$ cat config.mk
export PLATFORM = sky130hd
export DESIGN_NAME = io_input_cond
export DESIGN_NICKNAME = d
export VERILOG_FILES = /design/src/rtl/io_input_cond.sv
export SDC_FILE = /design/constraint.sdc
export NUM_CORES = 1
export LEC_CHECK = 0
export BUFFER_PORTS_ARGS = -buffer_cell sky130_fd_sc_hd__buf_4
export CORE_MARGIN = 4
export CORE_UTILIZATION = 56
export DETAILED_ROUTE_END_ITERATION = 8
export PLACE_DENSITY_LB_ADDON = 0.3
export SLEW_MARGIN = 40
export SYNTH_ARGS = -nofsm -noshare
export SYNTH_HDL_FRONTEND = slang
export SYNTH_SLANG_ARGS = --single-unit
$ cat constraint.sdc
create_clock -name clk_i -period 18.2 [get_ports clk_i]
set_clock_uncertainty 0.2 [all_clocks]
set_input_delay 3.64 -clock clk_i [delete_from_list [all_inputs] [get_ports clk_i]]
set_output_delay 3.64 -clock clk_i [all_outputs]
set_load 0.01 [all_outputs]
$ cat src/rtl/io_input_cond.sv
// io_input_cond: conditions asynchronous board switches and keys.
// Each channel is polarity-corrected, passed through a 2-flop synchroniser
// and debounced. The block then produces edge pulses and sticky event flags.
//
// Parameters:
//   NUM_CH       number of input channels (18 switches + 5 keys by default)
//   DEBOUNCE_CYC stable cycles before a new level is accepted (1 .. 2^24-1)
//   INV_MASK     channels inverted before synchronisation (active-low keys)
//   EDGE_SEL     edges that set event_o: 0 = rise, 1 = fall, 2 = both
//
// Ports:
//   clk_i    clock
//   rst_ni   asynchronous active-low reset; release is synchronised internally
//   raw_i    asynchronous board inputs
//   clr_i    write-1-to-clear strobe for event_o
//   level_o  debounced, polarity-corrected level
//   rise_o   one-cycle pulse on each 0->1 transition of level_o
//   fall_o   one-cycle pulse on each 1->0 transition of level_o
//   event_o  sticky edge flags
//   irq_o    registered OR of event_o (only when IO_COND_IRQ_EN is defined)
//
// Build option: define IO_COND_IRQ_EN to add the irq_o port and its OR logic.

module io_input_cond #(
    parameter int unsigned       NUM_CH       = 23,
    parameter int unsigned       DEBOUNCE_CYC = 1000000,
    parameter logic [NUM_CH-1:0] INV_MASK     = NUM_CH'(23'h7C0000),
    parameter int unsigned       EDGE_SEL     = 2
) (
    input  logic              clk_i,
    input  logic              rst_ni,
    input  logic [NUM_CH-1:0] raw_i,
    input  logic [NUM_CH-1:0] clr_i,
    output logic [NUM_CH-1:0] level_o,
    output logic [NUM_CH-1:0] rise_o,
    output logic [NUM_CH-1:0] fall_o,
    output logic [NUM_CH-1:0] event_o
`ifdef IO_COND_IRQ_EN
    ,
    output logic              irq_o
`endif
);

    localparam int unsigned       CNT_W    = 24;
    localparam logic [CNT_W-1:0]  CNT_LAST = CNT_W'(DEBOUNCE_CYC - 1);
    localparam logic              SEL_RISE = (EDGE_SEL != 1);
    localparam logic              SEL_FALL = (EDGE_SEL != 0);

    logic              rst_meta_q;
    logic              rst_sync_n;
    logic [NUM_CH-1:0] sync1_q;
    logic [NUM_CH-1:0] sync2_q;
    logic [CNT_W-1:0]  cnt_q [NUM_CH];
    logic [CNT_W-1:0]  cnt_d [NUM_CH];
    logic [NUM_CH-1:0] level_d;
    logic [NUM_CH-1:0] rise_d;
    logic [NUM_CH-1:0] fall_d;
    logic [NUM_CH-1:0] event_d;

    // Reset synchroniser: asserts asynchronously, releases on the second edge.
    always_ff @(posedge clk_i or negedge rst_ni) begin
        if (!rst_ni) begin
            rst_meta_q <= 1'b0;
            rst_sync_n <= 1'b0;
        end else begin
            rst_meta_q <= 1'b1;
            rst_sync_n <= rst_meta_q;
        end
    end

    // Input synchroniser. Polarity is corrected in front of the first flop so
    // that nothing sits between the two flops. Both flops release together
    // with the reset synchroniser, so the debounce logic first sees real data
    // on its first active edge.
    always_ff @(posedge clk_i or negedge rst_ni) begin
        if (!rst_ni) begin
            sync1_q <= '0;
            sync2_q <= '0;
        end else begin
            sync1_q <= raw_i ^ INV_MASK;
            sync2_q <= sync1_q;
        end
    end

    // Debounce, edge detection and sticky event next-state.
    always_comb begin
        level_d = level_o;
        rise_d  = '0;
        fall_d  = '0;
        for (int unsigned n = 0; n < NUM_CH; n++) begin
            cnt_d[n] = '0;
            if (sync2_q[n] != level_o[n]) begin
                // The >= compare keeps the counter from ever passing CNT_LAST.
                if (cnt_q[n] >= CNT_LAST) begin
                    level_d[n] = sync2_q[n];
                    rise_d[n]  = sync2_q[n];
                    fall_d[n]  = ~sync2_q[n];
                end else begin
                    cnt_d[n] = cnt_q[n] + CNT_W'(1);
                end
            end
        end
        // A set wins over a clear that arrives on the same cycle.
        event_d = (event_o & ~clr_i)
                | ({NUM_CH{SEL_RISE}} & rise_o)
                | ({NUM_CH{SEL_FALL}} & fall_o);
    end

    // State registers, held in reset until the synchronised reset releases.
    always_ff @(posedge clk_i or negedge rst_sync_n) begin
        if (!rst_sync_n) begin
            cnt_q   <= '{default: '0};
            level_o <= '0;
            rise_o  <= '0;
            fall_o  <= '0;
            event_o <= '0;
        end else begin
            cnt_q   <= cnt_d;
            level_o <= level_d;
            rise_o  <= rise_d;
            fall_o  <= fall_d;
            event_o <= event_d;
        end
    end

`ifdef IO_COND_IRQ_EN
    // Interrupt request: registered OR of all sticky flags.
    always_ff @(posedge clk_i or negedge rst_sync_n) begin
        if (!rst_sync_n) begin
            irq_o <= 1'b0;
        end else begin
            irq_o <= |event_o;
        end
    end
`endif

endmodule

* Word-level counts from Yosys, hierarchy flattened *
Cells that the tools add are included.

storage, ports and cells
  flip-flop bits (word level) = 692
  bits of input ports = 48
  output and inout bits = 92

cells by class
  $add $sub $neg = 23
  $lt $le $gt $ge = 23
  equality and inequality tests = 23
  mux-type cells = 138
  bitwise logic cells = 28
  reduce and logical (&&, ||, !) cells = 23

operator list
  operator               count
  $mux 24                46
  $add 24x1->24 const B  23
  $ge 24x20->1 const B   23
  $mux 1                 92
  $or 23x23->23          2
  $reduce_and 2->1       23
  $and 23x23->23         1
  $ne 1x1->1             23
  $not 1->1              23
  $not 23->23            1
  $not 5->5              1

* Logic depth before layout (Yosys ltp) *
Gate-level depths: netlist of the first run.

  depth after elaboration = 4
  gate-level depth with buffers = 8

* Worst setup path before layout of the first run *
Ideal clock, no wire load.

  path type = reg2out
  start = register level_o[14]
  end = output level_o[14]
  data arrival time = 415 ps
  required time = 14360 ps
  setup slack = 13945 ps
  cell stages (with the launch flop) = 1
  cell sequence = dfrtp_1

RTL lines
  element                   line  source
  start: declaration        34    output logic [NUM_CH-1:0] level_o,
  start signal: assignment  119   level_o <= level_d;

No word-level cell between the ends.

* Final worst setup path of the first run *
  start = register level_o[0]
  end = output level_o[0]

No word-level cell between the ends.

==> results of run 1 <==
[worst max path at each step]
stage / cells past startpoint / slack [ns] / start / endpoint
floorplan: 0 / 7.50 / rst_sync_n$_DFF_PN0_ / cnt_q[0]$_DFF_PN0_
global placement: 4 / 13.21 / rst_sync_n$_DFF_PN0_ / cnt_q[506]$_DFF_PN0_
detailed placement: 1 / 13.54 / rst_ni / rst_sync_n$_DFF_PN0_
CTS: 1 / 13.11 / level_o[0]$_DFFE_PN0P_ / level_o[0]
global route: 1 / 13.10 / level_o[0]$_DFFE_PN0P_ / level_o[0]
finish: 1 / 13.15 / level_o[0]$_DFFE_PN0P_ / level_o[0]
[routing by layer]
metal,wire (µm),track usage,part of all wire,vias up
li1,-,-,-,9929
met1,24900,0.270,0.45,10200
met2,27400,0.332,0.49,342
met3,2200,0.0358,0.040,83
met4,1050,0.0610,0.019,0
met5,0,0,0,-
[cell families after synthesis]
kind of cell	after synthesis
simple gates	1372
flops	692
xor+xnor	420
compound gates	132
buf+inv	101
fa+ha+maj	23
mux	23
other cells	2
[cells in the final DEF, fill, tap and decap left out, types with 14 or more instances in the layout]
cell         n
a211oi_1    31
a31oi_1     16
and3_1      97
and4_1      40
buf_4      139
clkbuf_16   77
clkbuf_8    20
clkinv_2    14
conb_1      93
dfrtp_1    691
ha_1        23
inv_1       62
mux2_2      23
nand2_1    150
nand3_1    163
nand4_1     98
nor2_1     562
nor3_1      60
nor3b_1     46
nor4_1      34
o21ai_0     26
or4_1       30
xnor2_1    189
xor2_1     231
[stage by stage]
| stage | power, mW | hold slack [ns] | area (µm²) | instances | setup slack (ns) |
|---|---|---|---|---|---|
| finish | 3.24 | 0.113 | 34700 | 3783 | 13.15 |
| global placement | 1.73 | 0.111 | 32000 | 3652 | 13.21 |
| global route | 3.37 | 0.152 | 34700 | 3783 | 13.10 |
| floorplan | 1.68 | 0.131 | 30300 | 2856 | 7.50 |
| CTS | 3.29 | 0.130 | 34600 | 3783 | 13.11 |
| detailed placement | 1.73 | 0.123 | 32100 | 3652 | 13.54 |
[sequential cells by signal, indices dropped and copies added (netlist names)]
register    count
rst_sync_n      1
sync1_q        23
rise_o         23
level_o        23
cnt_q         552
fall_o         23
event_o        23
sync2_q        23
rst_meta_q      1
[final cells by class]
class	count	area, µm²	share of cell area
multi-input combinational	2063	12600	0.363
clock buffer	103	2190	0.0633
clock inverter	28	337	0.00971
tap	688	861	0.0248
inverter	62	233	0.00671
timing repair buffer	147	1140	0.0329
sequential	692	17300	0.500
[power by group through the flow]
stage               combinational, mW  sequential [mW]  clock [mW]
finish                          0.112             1.59        1.54
global route                    0.127             1.59        1.65
CTS                             0.115             1.59        1.58
detailed placement              0.114             1.62           0
global placement                0.112             1.62           0
floorplan                      0.0335             1.64           0
==> metrics, run 1 <==
total of buffers placed on input and output ports 139; number of antenna violations at the first check in global routing 1; Wirelength per Cell 14.7 µm; mapped cell area 0.0300 mm²; share of post-route cells with drive strength above 1 0.116; clock period minus final worst setup slack 5.05 ns; Critical Path, Cell by Cell buf_4; post-synth cell types 52; number of synthesis warnings 0; fraction of synthesis flops using an asynchronous set or reset pin 1.00; Final Wtd Congestion 0.830; number of setup violations in the final report 0; Synth area leaders dfrtp_1 58%, nor2_1 7.0%, xor2_1 6.7%; slew at the pin with the worst max-slew slack 0.750 ns; result of the run finished, final reports clean; CP delay by family, top flip-flops; Overflow after GRT 0; dominant combinational cell family by area after synthesis simple AND/OR/NAND/NOR gates; reported max-cap violation count 0; post-synthesis share of cell area spent on xor and xnor gates 0.123; Clock Path Buffers 3; via count of the first global-routing pass 20.8k; net switching power of the design 685 µW; share of total power in sequential cells 0.491; Critical Path Fanout Max 5; first-pass GRT wire length 96.8 mm; Die Height 239 µm; post-DR vias/cell 5.42; part of the cycle the worst path needs 0.277; P_int 2.55 mW; post-synthesis to final-layout area growth 15.6%; critical path data arrival time 1.21 ns; total via count in the routed design 20.5k; Routed Wire Length 55.6 mm; Peak supply drop 0.0823 mV; kind of end point of the critical path primary output; portion of netlist area occupied by mux cells 0.00864; leakage power summed over all cells 14.7 nW; portion of the post-synthesis area used by sequential elements 0.577; Setup TNS Final 0 ns; post-synthesis adder-cell area fraction 0.00960; sort of element at the start of the critical path register; IO Pins 140; synth cell count leaders 692 x dfrtp_1, 562 x nor2_1, 231 x xor2_1; setup repair after global routing missed its margin no; initial core utilization 0.568; Setup Crit Path Kind reg2out; Residual DRC 0; CTS Buf Count 73; most used standard cell by instance count after synthesis dfrtp_1; cell at the slowest stage of the critical path dfrtp_1; DRC marker count from the first detailed-route iteration 1257; count of hold buffers inserted by post-cts repair 0; clock-pin transition on the worst setup and hold timing paths 0.06 ns; Core Footprint 0.0528 mm²; first-pass iteration count of the detailed router 5; mean cell area of the mapped netlist 10.8 µm²; Hold Path Class reg2async; CTS-repair resized insts 0; R2R Path End cnt_q[123]$_DFF_PN0_; Post-CTS Setup Inserts 0; number of rows in the core area 84; n_diodes 0; number of cells on the worst reg-to-reg path 4; number of register bits inferred by synthesis 692; later-pin clock latency in the skew report 0.59 ns; startpoint of the lowest-slack register-to-register path rst_sync_n$_DFF_PN0_; predominant post-synthesis flop cell dfrtp_1; CTS HTree Levels 3; HPWL after detailed placement 36.3 mm; Max-Slew Margin vs Limit 0.496; number of synthesized flops with an enable pin 0; switching portion of total power 0.211; antenna violation net count after detailed routing 0; area of the die 0.0573 mm²; Synth Instances 2765; pin count of the biggest net entering global routing 88; relative contribution of the clock network to total power 0.474; register-to-register setup slack 14.39 ns; clock tree from TritonCTS built; simple-gate share of the synthesized area 0.229; Final Net Count 3110; Worst EP required 14.36 ns; Critical path buffers and inverters 1; portion of total power attributed to combinational logic 0.034; Power per Cell Area 93.5 mW/mm²; fill cell instance count of the final layout 3989; share of the synthesized area in compound gates (AO/OA/AOI/OAI) 0.0353; number of clock sinks 692; biggest cell delay along the critical path 0.44 ns; CTS Root Buffer Type clkbuf_16; dominant cell type by area after synthesis dfrtp_1; die width 239 µm; Layout Utilization 0.657; GRT Util Overall 0.199; max-slew violation count 0; final count of hold timing violations 0; Yosys top cell area share 0.577; maximum clock frequency 198 MHz
Note: power is estimated with default switching activity, not from simulation.
==> inputs of run 2 (changes only) <==
clock period = 4.3 ns   (was 18.2 ns; I/O delays follow)
==> metrics, run 2 (synthesis gave the netlist of run 1 again) <==
result of the run finished, final reports clean; setup ws final 1.85 ns (-11.30 ns); post-DR vias/cell 5.42 (about the same); first-pass GRT wire length 96.0 mm (-0.82%); commonest non-fill, non-tap cell in the layout dfrtp_1; portion of total power attributed to combinational logic 0.034 (about the same); post-synthesis to final-layout area growth 15.4%; CTS Buf Count 72 (-1.4%); flip-flop count of the largest register, all copies and words added 552 (unchanged); maximum clock frequency 408 MHz; clock period minus final worst setup slack 2.45 ns; startpoint of the lowest-slack register-to-register path cnt_q[264]$_DFF_PN0_; part of the cycle the worst path needs 0.570; Final Net Count 3108 (-0.064%); leakage power summed over all cells 14.7 nW (-0.16%); total of buffers placed on input and output ports 139 (unchanged); number of setup violations in the final report 0 (unchanged); Overflow after GRT 0 (unchanged); P_int 10.8 mW (+320%); Core Footprint 0.0528 mm² (unchanged); Wirelength per Cell 14.6 µm (-0.36%); Peak supply drop 0.318 mV (+290%); most frequent cells in the layout 691 x dfrtp_1, 562 x nor2_1, 231 x xor2_1; Total Power Consumption 13.7 mW (+320%); Layout Utilization 0.656 (-0.00109); critical path launch point cnt_q[264]$_DFF_PN0_; post-place setup slack 1.86 ns (-11.68 ns); Clock Path Buffers 3 (unchanged); total via count in the routed design 20.5k (-0.088%); share of post-route cells with drive strength above 1 0.113 (-0.00244); via count of the first global-routing pass 20.9k (+0.49%); R2R Path End cnt_q[279]$_DFF_PN0_; CTS Root Buffer Type clkbuf_16; number of antenna violations at the first check in global routing 0 (-1); sort of element at the start of the critical path register; Setup Crit Path Kind reg2reg; DRC marker count from the first detailed-route iteration 1258 (+0.080%); relative contribution of the clock network to total power 0.473 (about the same); area of the die 0.0573 mm² (unchanged); first-pass iteration count of the detailed router 5 (unchanged); final count of hold timing violations 0 (unchanged); Setup TNS Final 0 ns (unchanged); antenna violation net count after detailed routing 0 (unchanged); net switching power of the design 2.87 mW (+320%); end of the critical path cnt_q[279]$_DFF_PN0_; later-pin clock latency in the skew report 0.60 ns (about the same); Die Height 239 µm (unchanged); switching portion of total power 0.210 (-0.00135); setup repair after global routing missed its margin no; initial core utilization 0.568 (unchanged); critical path data arrival time 2.76 ns (+1.55 ns); Max-Slew Margin vs Limit 0.461 (-0.0353); HPWL after detailed placement 36.2 mm (-0.27%); largest reg by FF count cnt_q; die width 239 µm (unchanged); Power per Cell Area 395 mW/mm² (+320%); Hold Path Class in2async; Residual DRC 0 (unchanged); pin count of the biggest net entering global routing 128 (+45%); reported max-cap violation count 0 (unchanged); clock tree from TritonCTS built; n_diodes 0 (unchanged); CTS-repair resized insts 0 (unchanged); Post-CTS Setup Inserts 0 (unchanged); kind of end point of the critical path register; clock-pin transition on the worst setup and hold timing paths 0.06 ns (about the same); register-to-register setup slack 1.85 ns (-12.54 ns); Final Wtd Congestion 0.852 (+2.7%); IO Pins 140 (unchanged); number of clock sinks 692 (unchanged); number of rows in the core area 84 (unchanged); Critical Path Fanout Max 19 (+14); Routed Wire Length 55.3 mm (-0.47%); Worst EP required 4.61 ns (-9.75 ns); number of cells on the worst reg-to-reg path 6 (+2); slew at the pin with the worst max-slew slack 0.801 ns (+0.0514 ns); GRT Util Overall 0.196 (-0.00275); max-slew violation count 0 (unchanged); share of total power in sequential cells 0.493 (+0.002); count of hold buffers inserted by post-cts repair 0 (unchanged); CTS HTree Levels 3 (unchanged)
## run 2: cell count changes in the layout (fill, tap and decap cells not counted), sizes merged
cell	before	now
clkbuf	106	95
bufinv	7	10
buf	144	146
inv	64	66
## run 2: cell type report
type	count	area [µm²]
clock inverter	33	444
tap	688	861
timing repair buffer	146	1150
sequential	692	17300
inverter	62	233
clock buffer	95	2050
fill	3965	18200
multi-input combinational	2063	12500
## run 2: metal layers
layer	up-vias	wire, µm	track usage
met5	-	0	0
met4	0	1090	0.0598
met3	82	2340	0.0345
met2	312	27600	0.337
met1	10200	24300	0.258
li1	9924	-	-
## run 2: power by group through the flow
stage               combinational (mW)  sequential, mW  clock, mW
floorplan                        0.142            6.95          0
global placement                 0.464            6.85          0
detailed placement               0.477            6.86          0
CTS                              0.480            6.74       6.67
global route                     0.531            6.75       6.94
finish                           0.465            6.74       6.46
## run 2: through the flow
step	area, µm²	std cells	hold WS, ns
after floorplan	30300	2856	0.131
after global placement	32100	3651	0.131
after detailed placement	32100	3651	0.136
after CTS	34600	3779	0.0480
after global routing	34600	3779	0.0767
final	34600	3779	0.0642
## run 2: worst max-delay path: stages (launching register included)
cell and delay, ns:
dfrtp_1 0.41, ha_1 0.26, and4_1 0.25, a211o_1 0.31, a211oi_2 0.41, nand2_2 0.33, nor2_1 0.21
## run 2: worst min path at each step
stage,slack [ns],endpoint,depth (start not counted),startpoint
finish,0.06,sync1_q[19]$_DFF_PN0_,1,rst_ni
global route,0.08,sync1_q[19]$_DFF_PN0_,1,rst_ni
CTS,0.05,sync1_q[19]$_DFF_PN0_,1,rst_ni
detailed placement,0.14,level_o[8]$_DFFE_PN0P_,0,rst_sync_n$_DFF_PN0_
global placement,0.13,sync2_q[12]$_DFF_PN0_,0,sync1_q[12]$_DFF_PN0_
floorplan,0.13,rst_sync_n$_DFF_PN0_,0,rst_meta_q$_DFF_PN0_
==> inputs of run 3 (changes only) <==
clock period = 2.06 ns   (was 4.3 ns; I/O delays follow)
==> metrics, run 3 (synthesis gave the netlist of run 1 again) <==
most frequent cells in the layout 689 x dfrtp_1, 472 x nor2_1, 332 x buf_4; commonest non-fill, non-tap cell in the layout dfrtp_1; CTS Root Buffer Type clkbuf_16; setup repair after global routing missed its margin yes; maximum clock frequency 469 MHz (+15%); routed metal-1 wirelength 26.4 mm (+8.4%); violated checks setup timing; Final Wtd Congestion 0.843 (-1.1%); post-place setup slack -0.0618 ns (-1.92 ns); number of antenna violations at the first check in global routing 0 (unchanged); sort of element at the start of the critical path register; max layer used met4; number of setup violations in the final report 35 (+35); Total Power Consumption 28.3 mW (+110%); Overflow after GRT 0 (unchanged); pin count of the biggest net entering global routing 96 (-25%); area of the multi-input gates 0.0136 mm² (+8.5%); Die Height 239 µm (unchanged); setup ws final -0.0731 ns (-1.92 ns); GRT Util Overall 0.211 (+0.0150); CTS HTree Levels 3 (unchanged); flip-flop count of the largest register, all copies and words added 552 (unchanged); kind of end point of the critical path register; DRC marker count from the first detailed-route iteration 1375 (+9.3%); Max-Slew Margin vs Limit 0.518 (+0.0568); Critical Path Fanout Max 5 (-14); Worst Hold Slack 0.0847 ns (+0.0205 ns); Peak supply drop 0.647 mV (+100%); Wirelength per Cell 15.3 µm (+4.6%); max-slew violation count 0 (unchanged); via count of the first global-routing pass 22.5k (+7.4%); share of post-route cells with drive strength above 1 0.218 (+0.105); post-DR vias/cell 5.43 (+0.18%); Core Footprint 0.0528 mm² (unchanged); met3 wirelength from detailed routing 2.36 mm (+1.0%); final count of hold timing violations 0 (unchanged); number of clock sinks 692 (unchanged); part of the cycle the worst path needs 1.04 (+0.466); critical path data arrival time 2.47 ns (-0.29 ns); Residual DRC 0 (unchanged); reported max-cap violation count 0 (unchanged); result of the run finished, violations left; slew at the pin with the worst max-slew slack 0.721 ns (-0.0803 ns); clock tree from TritonCTS built; largest reg by FF count cnt_q; total via count in the routed design 22.0k (+7.5%); Power per Cell Area 742 mW/mm² (+88%); initial core utilization 0.568 (unchanged); post-synthesis to final-layout area growth 26.9%; Setup TNS Final -0.792 ns (-0.792 ns); first-pass iteration count of the detailed router 7 (+2); number of rows in the core area 84 (unchanged); n_diodes 0 (unchanged); Clock Path Buffers 3 (unchanged); Hold Path Class in2async; footprint of the flip-flops and latches 0.0173 mm² (about the same); fill cell instance count of the final layout 3518 (-11%); HPWL after detailed placement 38.6 mm (+6.8%); first-pass GRT wire length 103 mm (+7.5%); total of buffers placed on input and output ports 139 (unchanged); clock-pin transition on the worst setup and hold timing paths 0.06 ns (about the same); Setup Crit Path Kind reg2reg; CTS Buf Count 71 (-1.4%); clock period minus final worst setup slack 2.13 ns (-0.316 ns); antenna violation net count after detailed routing 0 (unchanged); leakage power summed over all cells 16.3 nW (+11%); area of the die 0.0573 mm² (unchanged); Final Net Count 3382 (+8.8%); die width 239 µm (unchanged); IO Pins 140 (unchanged); later-pin clock latency in the skew report 0.60 ns (about the same); Worst EP required 2.39 ns (-2.22 ns); Routed Wire Length 62.1 mm (+12%); met2 routed WL 31.8 mm (+15%)
-- run 3: per-stage QoR --
stage | cells | cell area [µm²] | utilization
after floorplan | 2856 | 30600 | -
after global placement | 3832 | 33800 | 0.641
after detailed placement | 3832 | 33800 | 0.641
after CTS | 4023 | 36900 | 0.699
after global routing | 4057 | 38100 | 0.721
final | 4057 | 38100 | 0.721
-- run 3: critical path: stages (launching register included) --
cell and delay (ns):
dfrtp_1 0.39, ha_2 0.19, and4_1 0.16, a211o_1 0.29
a211oi_4 0.31, nand2_2 0.19, clkbuf_16 0.21, nor2_1 0.12
-- run 3: worst paths after layout --
| kind | startpoint | endpoint | slack (ns) | cells past startpoint |
|---|---|---|---|---|
| min in group clk_i | sync1_q[6]$_DFF_PN0_ | sync2_q[6]$_DFF_PN0_ | 0.14 | 0 |
| worst max register to register | cnt_q[120]$_DFF_PN0_ | cnt_q[126]$_DFF_PN0_ | -0.07 | 7 |
| max in group asynchronous | rst_sync_n$_DFF_PN0_ | cnt_q[214]$_DFF_PN0_ | 0.83 | 2 |
| worst min-delay path | rst_ni | sync1_q[2]$_DFF_PN0_ | 0.08 | 2 |
| worst min register to register | rst_sync_n$_DFF_PN0_ | cnt_q[545]$_DFF_PN0_ | 0.09 | 1 |
| worst max-delay path | cnt_q[120]$_DFF_PN0_ | cnt_q[126]$_DFF_PN0_ | -0.07 | 7 |
-- run 3: area by class of cell --
type                       count  share of cell area
sequential                   692               0.455
multi-input combinational   2068               0.358
timing repair buffer         416              0.0957
clock buffer                 104              0.0558
tap                          688              0.0226
clock inverter                27             0.00700
inverter                      62             0.00611
-- run 3: repair_timing --
item                       in CTS  in global routing
hold buffers                   47                  0
pin swaps                      15                 73
hold endpoints to repair       94                  0
setup buffers                  11                 22
setup endpoints to repair     133                398
gates cloned                    2                 12
resized for setup              18                211
-- run 3: where the power goes --
part	internal [mW]	leakage (nW)	switching [mW]
clock	7.70	1.17	5.25
combinational	0.555	5.92	0.699
sequential	13.9	9.18	0.176
total	22.1	16.3	6.12
-- run 3: routing by layer --
metal | up-vias | global-route usage
met1 | 11000 | 0.275
met5 | - | 0
met4 | 0 | 0.0654
met3 | 139 | 0.0400
li1 | 10500 | -
met2 | 451 | 0.363
